==> src/rtl/bf16_pkg.sv <==
`default_nettype none
// ============================================================================
// Module      : bf16_pkg
// Description : Shared BFloat16 types and constants for the pipelined
//               subtractor: field widths, canonical NaN, largest finite
//               exponent, result/flag structs and the stage-1 payload.
// Revision    : 1.0 - initial release
// ============================================================================
package bf16_pkg;

  localparam int E = 8;  // exponent width
  localparam int M = 7;  // stored mantissa width

  typedef struct packed {
    logic         s;
    logic [E-1:0] e;
    logic [M-1:0] m;
  } bf16_t;

  typedef struct packed {
    logic nv;  // NaN produced
    logic of;  // result clamped to largest finite
    logic uf;  // nonzero result flushed to zero
  } bf16_flags_t;

  localparam bf16_t        BF16_QNAN    = 16'h7FFF;
  localparam logic [E-1:0] BF16_MAX_EXP = 8'hFE;

  // Everything stage 2 needs. xs/ys are {hidden, mantissa, guard, round, sticky};
  // x is always the operand of larger magnitude, so stage 2 never goes negative.
  typedef struct packed {
    logic         special;
    bf16_t        spec_res;
    bf16_flags_t  spec_flags;
    logic         sx;
    logic [E-1:0] ex;
    logic         eff_sub;
    logic [M+3:0] xs;
    logic [M+3:0] ys;
  } s1_payload_t;

  function automatic bf16_t bf16_pack(input logic s, input logic [E-1:0] e,
                                      input logic [M-1:0] m);
    bf16_t r;
    r.s = s;
    r.e = e;
    r.m = m;
    return r;
  endfunction

endpackage
`default_nettype wire

==> src/rtl/bf16_align_shift.sv <==
`default_nettype none
// ============================================================================
// Module      : bf16_align_shift
// Description : Sticky-preserving right shifter for the smaller operand.
//               Output is {hidden, mantissa, guard, round, sticky}; sticky is
//               the OR of every bit shifted past the round position.
// Ports       : sig     [M:0]   {hidden, mantissa} of the smaller operand
//               shamt   [E-1:0] exponent difference
//               aligned [M+3:0] aligned significand with G/R/S
// Revision    : 1.0 - initial release
// ============================================================================
module bf16_align_shift
  import bf16_pkg::*;
(
  input  logic [M:0]   sig,
  input  logic [E-1:0] shamt,
  output logic [M+3:0] aligned
);

  localparam int           FW     = M + 3;  // hidden + mantissa + guard + round
  localparam logic [E-1:0] MAX_SH = E'(FW);

  logic [E-1:0]    w_sh;
  logic [2*FW-1:0] w_win;

  // Any shift of FW or more pushes everything into sticky, so clamp there.
  assign w_sh    = (shamt > MAX_SH) ? MAX_SH : shamt;
  assign w_win   = {sig, 2'b00, {FW{1'b0}}} >> w_sh;
  assign aligned = {w_win[2*FW-1:FW], |w_win[FW-1:0]};

endmodule
`default_nettype wire

==> src/rtl/lzc.sv <==
`default_nettype none
// ============================================================================
// Module      : lzc
// Description : Leading-zero counter. zcount = number of zeros above the most
//               significant set bit of din; W when din is all zeros.
// Ports       : din    [W-1:0]  input vector
//               zcount [CW-1:0] leading-zero count
// Revision    : 1.0 - initial release
// ============================================================================
module lzc #(
  parameter  int W  = 16,
  localparam int CW = $clog2(W) + 1
) (
  input  logic [W-1:0]  din,
  output logic [CW-1:0] zcount
);

  // Scanning upward lets the highest set bit win the last assignment.
  always_comb begin
    zcount = CW'(W);
    for (int i = 0; i < W; i++) begin
      if (din[i]) zcount = CW'(W - 1 - i);
    end
  end

endmodule
`default_nettype wire

==> src/rtl/bf16_sub_pipe.sv <==
`default_nettype none
// ============================================================================
// Module      : bf16_sub_pipe
// Description : Two-stage pipelined BFloat16 subtractor c = a - b, round
//               toward zero, flush-to-zero, valid/ready on both sides.
//               Stage 1: negate b, swap, align, classify specials.
//               Stage 2: add/subtract, normalise, clamp, pack.
// Ports       : clk, nreset (async active-low)
//               valid_i/ready_o      operand handshake
//               sa_i/ea_i/ma_i       operand a
//               sb_i/eb_i/mb_i       operand b
//               valid_o/ready_i      result handshake
//               s_o/e_o/m_o          result
//               nv_o/of_o/uf_o       invalid / overflow / underflow flags
// Revision    : 1.0 - initial release
// ============================================================================
module bf16_sub_pipe
  import bf16_pkg::*;
(
  input  logic         clk,
  input  logic         nreset,
  input  logic         valid_i,
  output logic         ready_o,
  input  logic         sa_i,
  input  logic [E-1:0] ea_i,
  input  logic [M-1:0] ma_i,
  input  logic         sb_i,
  input  logic [E-1:0] eb_i,
  input  logic [M-1:0] mb_i,
  output logic         valid_o,
  input  logic         ready_i,
  output logic         s_o,
  output logic [E-1:0] e_o,
  output logic [M-1:0] m_o,
  output logic         nv_o,
  output logic         of_o,
  output logic         uf_o
);

  localparam int LZW = 16;

  // ---------------- handshake ----------------
  logic r_v1;
  logic w_load1, w_load2, w_accept;

  assign w_load2  = ~valid_o | ready_i;
  assign w_load1  = ~r_v1 | w_load2;
  assign ready_o  = w_load1;
  assign w_accept = valid_i & ready_o;

  // ---------------- stage 1: classify / swap / align ----------------
  logic         w_sbn, w_a_zero, w_b_zero, w_a_nan, w_b_nan, w_a_inf, w_b_inf;
  logic         w_a_ge_b;
  logic [M-1:0] w_ma, w_mb, w_mx, w_my;
  logic [E-1:0] w_ex, w_ey;
  logic [M+3:0] w_ys;
  s1_payload_t  w_s1, r_s1;

  assign w_sbn    = ~sb_i;
  assign w_a_zero = (ea_i == '0);
  assign w_b_zero = (eb_i == '0);
  assign w_a_nan  = (&ea_i) & (|ma_i);
  assign w_b_nan  = (&eb_i) & (|mb_i);
  assign w_a_inf  = (&ea_i) & ~(|ma_i);
  assign w_b_inf  = (&eb_i) & ~(|mb_i);

  // A zero exponent means zero, so its mantissa must not influence the swap.
  assign w_ma     = w_a_zero ? '0 : ma_i;
  assign w_mb     = w_b_zero ? '0 : mb_i;
  assign w_a_ge_b = {ea_i, w_ma} >= {eb_i, w_mb};

  assign w_ex = w_a_ge_b ? ea_i : eb_i;
  assign w_mx = w_a_ge_b ? w_ma : w_mb;
  assign w_ey = w_a_ge_b ? eb_i : ea_i;
  assign w_my = w_a_ge_b ? w_mb : w_ma;

  bf16_align_shift u_align (
    .sig     ({w_ey != '0, w_my}),
    .shamt   (w_ex - w_ey),
    .aligned (w_ys)
  );

  always_comb begin
    w_s1         = '0;
    w_s1.sx      = w_a_ge_b ? sa_i : w_sbn;
    w_s1.ex      = w_ex;
    w_s1.eff_sub = sa_i ^ w_sbn;
    w_s1.xs      = {w_ex != '0, w_mx, 3'b000};
    w_s1.ys      = w_ys;
    if (w_a_nan | w_b_nan | (w_a_inf & w_b_inf & (sa_i == sb_i))) begin
      w_s1.special       = 1'b1;
      w_s1.spec_res      = BF16_QNAN;
      w_s1.spec_flags.nv = 1'b1;
    end else if (w_a_inf) begin
      w_s1.special  = 1'b1;
      w_s1.spec_res = bf16_pack(sa_i, '1, '0);
    end else if (w_b_inf) begin
      w_s1.special  = 1'b1;
      w_s1.spec_res = bf16_pack(w_sbn, '1, '0);
    end else if (w_a_zero & w_b_zero) begin
      // Only (-0) + (-0) keeps a negative sign.
      w_s1.special  = 1'b1;
      w_s1.spec_res = bf16_pack(sa_i & w_sbn, '0, '0);
    end
  end

  always_ff @(posedge clk or negedge nreset) begin
    if (!nreset) begin
      r_v1 <= 1'b0;
      r_s1 <= '0;
    end else if (w_load1) begin
      r_v1 <= w_accept;
      if (w_accept) r_s1 <= w_s1;
    end
  end

  // ---------------- stage 2: add / normalise / pack ----------------
  logic        [M+4:0]         w_sum, w_norm;
  logic        [$clog2(LZW):0] w_lz;
  logic signed [E+1:0]         w_exp;
  bf16_t                       w_res;
  bf16_flags_t                 w_flags;
  logic                        w_unused;

  assign w_sum = r_s1.eff_sub ? ({1'b0, r_s1.xs} - {1'b0, r_s1.ys})
                              : ({1'b0, r_s1.xs} + {1'b0, r_s1.ys});

  lzc #(.W(LZW)) u_lzc (
    .din    ({w_sum, {(LZW - (M + 5)){1'b0}}}),
    .zcount (w_lz)
  );

  // Hidden bit sits one below the carry bit, so lz==1 means "already normal".
  assign w_norm   = w_sum << w_lz;
  assign w_exp    = $signed({2'b00, r_s1.ex}) + 10'sd1 - $signed({5'b00000, w_lz});
  assign w_unused = ^{w_norm[M+4], w_norm[3:0]};

  always_comb begin
    w_res   = '0;
    w_flags = '0;
    if (r_s1.special) begin
      w_res   = r_s1.spec_res;
      w_flags = r_s1.spec_flags;
    end else if (w_sum == '0) begin
      w_res = '0;  // exact cancellation is +0
    end else if (w_exp >= 10'sd255) begin
      w_res      = bf16_pack(r_s1.sx, BF16_MAX_EXP, '1);
      w_flags.of = 1'b1;
    end else if (w_exp <= 10'sd0) begin
      w_res      = bf16_pack(r_s1.sx, '0, '0);
      w_flags.uf = 1'b1;
    end else begin
      w_res = bf16_pack(r_s1.sx, w_exp[E-1:0], w_norm[M+3 -: M]);
    end
  end

  always_ff @(posedge clk or negedge nreset) begin
    if (!nreset) begin
      valid_o <= 1'b0;
      s_o     <= 1'b0;
      e_o     <= '0;
      m_o     <= '0;
      nv_o    <= 1'b0;
      of_o    <= 1'b0;
      uf_o    <= 1'b0;
    end else if (w_load2) begin
      valid_o <= r_v1;
      if (r_v1) begin
        s_o  <= w_res.s;
        e_o  <= w_res.e;
        m_o  <= w_res.m;
        nv_o <= w_flags.nv;
        of_o <= w_flags.of;
        uf_o <= w_flags.uf;
      end
    end
  end

endmodule
`default_nettype wire

==> config.mk <==
export PLATFORM = sky130hd
export DESIGN_NAME = bf16_sub_pipe
export DESIGN_NICKNAME = d
export VERILOG_FILES = /design/src/rtl/bf16_pkg.sv /design/src/rtl/bf16_align_shift.sv /design/src/rtl/lzc.sv /design/src/rtl/bf16_sub_pipe.sv
export SDC_FILE = /design/constraint.sdc
export NUM_CORES = 1
export LEC_CHECK = 0
export ABC_AREA = 1
export BUFFER_PORTS_ARGS = -buffer_cell sky130_fd_sc_hd__clkbuf_2
export CAP_MARGIN = 25
export CORE_ASPECT_RATIO = 1.75
export CORE_UTILIZATION = 40
export CTS_CLUSTER_SIZE = 16
export DETAILED_ROUTE_END_ITERATION = 6
export GPL_TIMING_DRIVEN = 0
export PLACE_DENSITY_LB_ADDON = 0.1
export SETUP_SLACK_MARGIN = 0.4
export SLEW_MARGIN = 20
export SYNTH_ARGS = -nofsm -noshare
export SYNTH_HDL_FRONTEND = slang
export SYNTH_HIERARCHICAL = 1
export SYNTH_SLANG_ARGS = --single-unit
==> constraint.sdc <==
create_clock -name clk -period 12 [get_ports clk]
set_input_delay 3 -clock clk [delete_from_list [all_inputs] [get_ports clk]]
set_output_delay 3 -clock clk [all_outputs]
set_load 0.005 [all_outputs]
==> results.tsv <==
metric	value	unit
endpoints failing hold	0	
Flop pwr share	24.1	%
most common cell after layout, fill and taps aside	nand2_1	
post-synthesis async set-or-reset flop share	100	%
Post-route DRC	0	
first-pass GRT wire length	30500	microns
I/O Buffers	56	
# diodes	0	
Via density	5.07	
H-tree Lvls	2	
CP Capture Type	register	
Die Ht	168	microns
Mapped Avg Cell Area	6.01	sq um
fin util	45.6	%
Filler Cell Count	1764	
Post-Route Setup TNS	0	ns
Hold-fix buffers, CTS	0	
Worst Reg-to-Reg Cells	30	
Unique masters post-synth	46	
P&R area growth vs syn	11.4	%
critical path peak fanout	10	
Root Driver	clkbuf_16	
initial cell density of the core	41.0	%
CP max stage delay	0.44	ns
drt pass-1 iters	4	
Routed wire per std cell	14.5	microns
largest net degree at the start of global routing	38	
Synth warnings	6	
Top cell by count, worst path	nand2_1	
Clock Skews	0.0144	ns
commonest cells after routing, fill and taps aside	nand2_1, inv_1, nand3_1	
maximum vdd ir drop	0.0000699	V
Overflow after GRT	0	
min Tclk post-route	7.56	ns
clk sinks	54	
Max Slew Vio Count	0	
Synth Instances	1044	
maxcap violations	0	
CP max-delay cell	xor2_1	
CTS tree	done	
post-route antenna net violation count	0	
Site Rows	60	
required time of the critical path	12.18	ns
Resize count post-CTS	0	
via count	6601	
Top Ports	57	
Placed Area	6830	sq um
postcts setup bufs	0	
HP Class	register to register	
met1 GRT Util	23.5	%
share of cells above drive strength 1	10.6	%
P_int	0.534	mW
Logic pwr share	61.1	%
Power Density	152	nW/um^2
Yosys reg bits	54	
crit share post-route	63.0	%
Horiz. Die Dim	96.7	microns
Final Routed Wirelength	18800	microns
Worst setup SP type	input pin	
Detailed Place HPWL	16000	microns
core area	15300	sq um
Max Buffers Root-to-Sink	2	
unrepaired setup endpoints after global routing	false	
DR iter-0 viols	242	
Place WS	4.13	ns
initial antenna violation count	0	
Final Wtd Congestion	0.909	
final instance area	6990	sq um
Die ar.	16200	sq um
WHS	0.481	ns
Leak Pwr	3.97	nW
total global-route track usage	23.4	%
clk_lat worst skew	0.31	ns
outcome	finished clean	
max_slew headroom	51.3	%
register area share after synthesis	21.5	%
vias in the first global route	6357	
Worst-Margin Slew	0.723	ns
Mapped Area	6270	sq um
Net Switching	0.532	mW
f_max	0.132	GHz
nets	1200	
hold depth	2	
number of synthesized flops with an enable pin	0	
GRT busiest layer	met2	
Clk pwr share	14.8	%
global-route track usage on met2	46.5	%
met3 GRT Util	1.88	%
arrival time worst endpoint	7.74	ns
switching portion of total power	49.9	%
clock buffer count from CTS	5	
Crit Path Category	input pin to register	
Setup WS post-layout	4.44	ns
# setup viols final	0	
Clk pin slew, worst setup/hold paths	0.09	ns
Synth Flop Type	dfrtp_1	
==> power groups by stage <==
stage	Sequential (mW)	Combinational, mW	Clock (mW)
2_1_floorplan	0.258	0.471	0
3_3_place_gp	0.261	0.646	0
3_5_place_dp	0.261	0.651	0
4_1_cts	0.258	0.653	0.161
5_1_grt	0.264	0.739	0.168
6_report	0.257	0.651	0.158
==> worst max-delay path, delay by kind of cell <==
kind	cells	cell delay, ns
XOR/XNOR	1	0.44
AND/OR/NAND/NOR	24	2.63
AO/OA/AOI/OAI	3	0.52
buffers and inverters	6	0.86
adder cells (fa/ha/maj)	1	0.28
==> through the flow <==
| stage | power [mW] | instances |
|---|---|---|
| 2_1_floorplan | 0.729 | 1051 |
| 3_3_place_gp | 0.907 | 1293 |
| 3_5_place_dp | 0.912 | 1294 |
| 4_1_cts | 1.07 | 1302 |
| 5_1_grt | 1.17 | 1302 |
| 6_report | 1.07 | 1302 |
==> per-layer routing <==
layer	vias up	wire (microns)
met5	-	0
li1	3478	-
met4	0	932
met3	48	388
met2	143	10400
met1	2932	7160
==> logic make-up after synthesis <==
logic type               Yosys count  share of synthesized area, %
adder cells (fa/ha/maj)           49                          10.0
flip-flops                        54                          21.5
buffers and inverters            193                          12.3
XOR/XNOR                           9                          1.26
other                              1                        0.0598
AND/OR/NAND/NOR                  613                          43.9
AO/OA/AOI/OAI                    125                          10.9
==> Yosys cell counts, types with 4 or more instances <==
cell type / count / area share (%)
ha_1: 47 / 9.4
nand2_2: 11 / 1.1
clkinv_1: 4 / 0.24
o21ai_0: 62 / 4.9
nand2_1: 359 / 21
clkbuf_1: 14 / 0.84
o21bai_1: 5 / 0.60
nand3_1: 98 / 7.8
inv_2: 4 / 0.24
xor2_1: 7 / 0.98
nand4_1: 36 / 3.6
dfrtp_1: 54 / 22
nand3_2: 11 / 1.8
nor2_1: 63 / 3.8
nor2_2: 4 / 0.40
a21oi_1: 40 / 3.2
inv_1: 163 / 9.8
nor4_1: 9 / 0.90
nor3_1: 7 / 0.56
==> registers in the layout, indices dropped and copies added (netlist names) <==
signal   flops
s_o          1
m_o          7
r_s1        33
nv_o         1
e_o          8
uf_o         1
valid_o      1
r_v1         1
of_o         1
==> final timing paths <==
check,from,endpoint,slack (ns)
min reg2reg,of_o$_DFFE_PN0P_,of_o$_DFFE_PN0P_,0.48
max reg2reg,r_s1[4]$_DFFE_PN0P_,m_o[2]$_DFFE_PN0P_,6.55
min,of_o$_DFFE_PN0P_,of_o$_DFFE_PN0P_,0.48
max,eb_i[4],r_s1[0]$_DFFE_PN0P_,4.44
max in group asynchronous,nreset,r_s1[21]$_DFFE_PN0P_,8.91
min in group asynchronous,nreset,r_s1[1]$_DFFE_PN0P_,2.58
==> area by class of cell <==
type                       count  area (sq um)  area share [%]
buffer                        22           129            1.84
clock buffer                   5           125            1.79
clock inverter                 3          28.8           0.412
inverter                     171           642            9.19
multi-input combinational    804          4180            59.8
sequential                    54          1350            19.3
tap                          186           233            3.33
timing repair buffer          57           303            4.33
No activity file was read; power rests on OpenSTA's default activity.
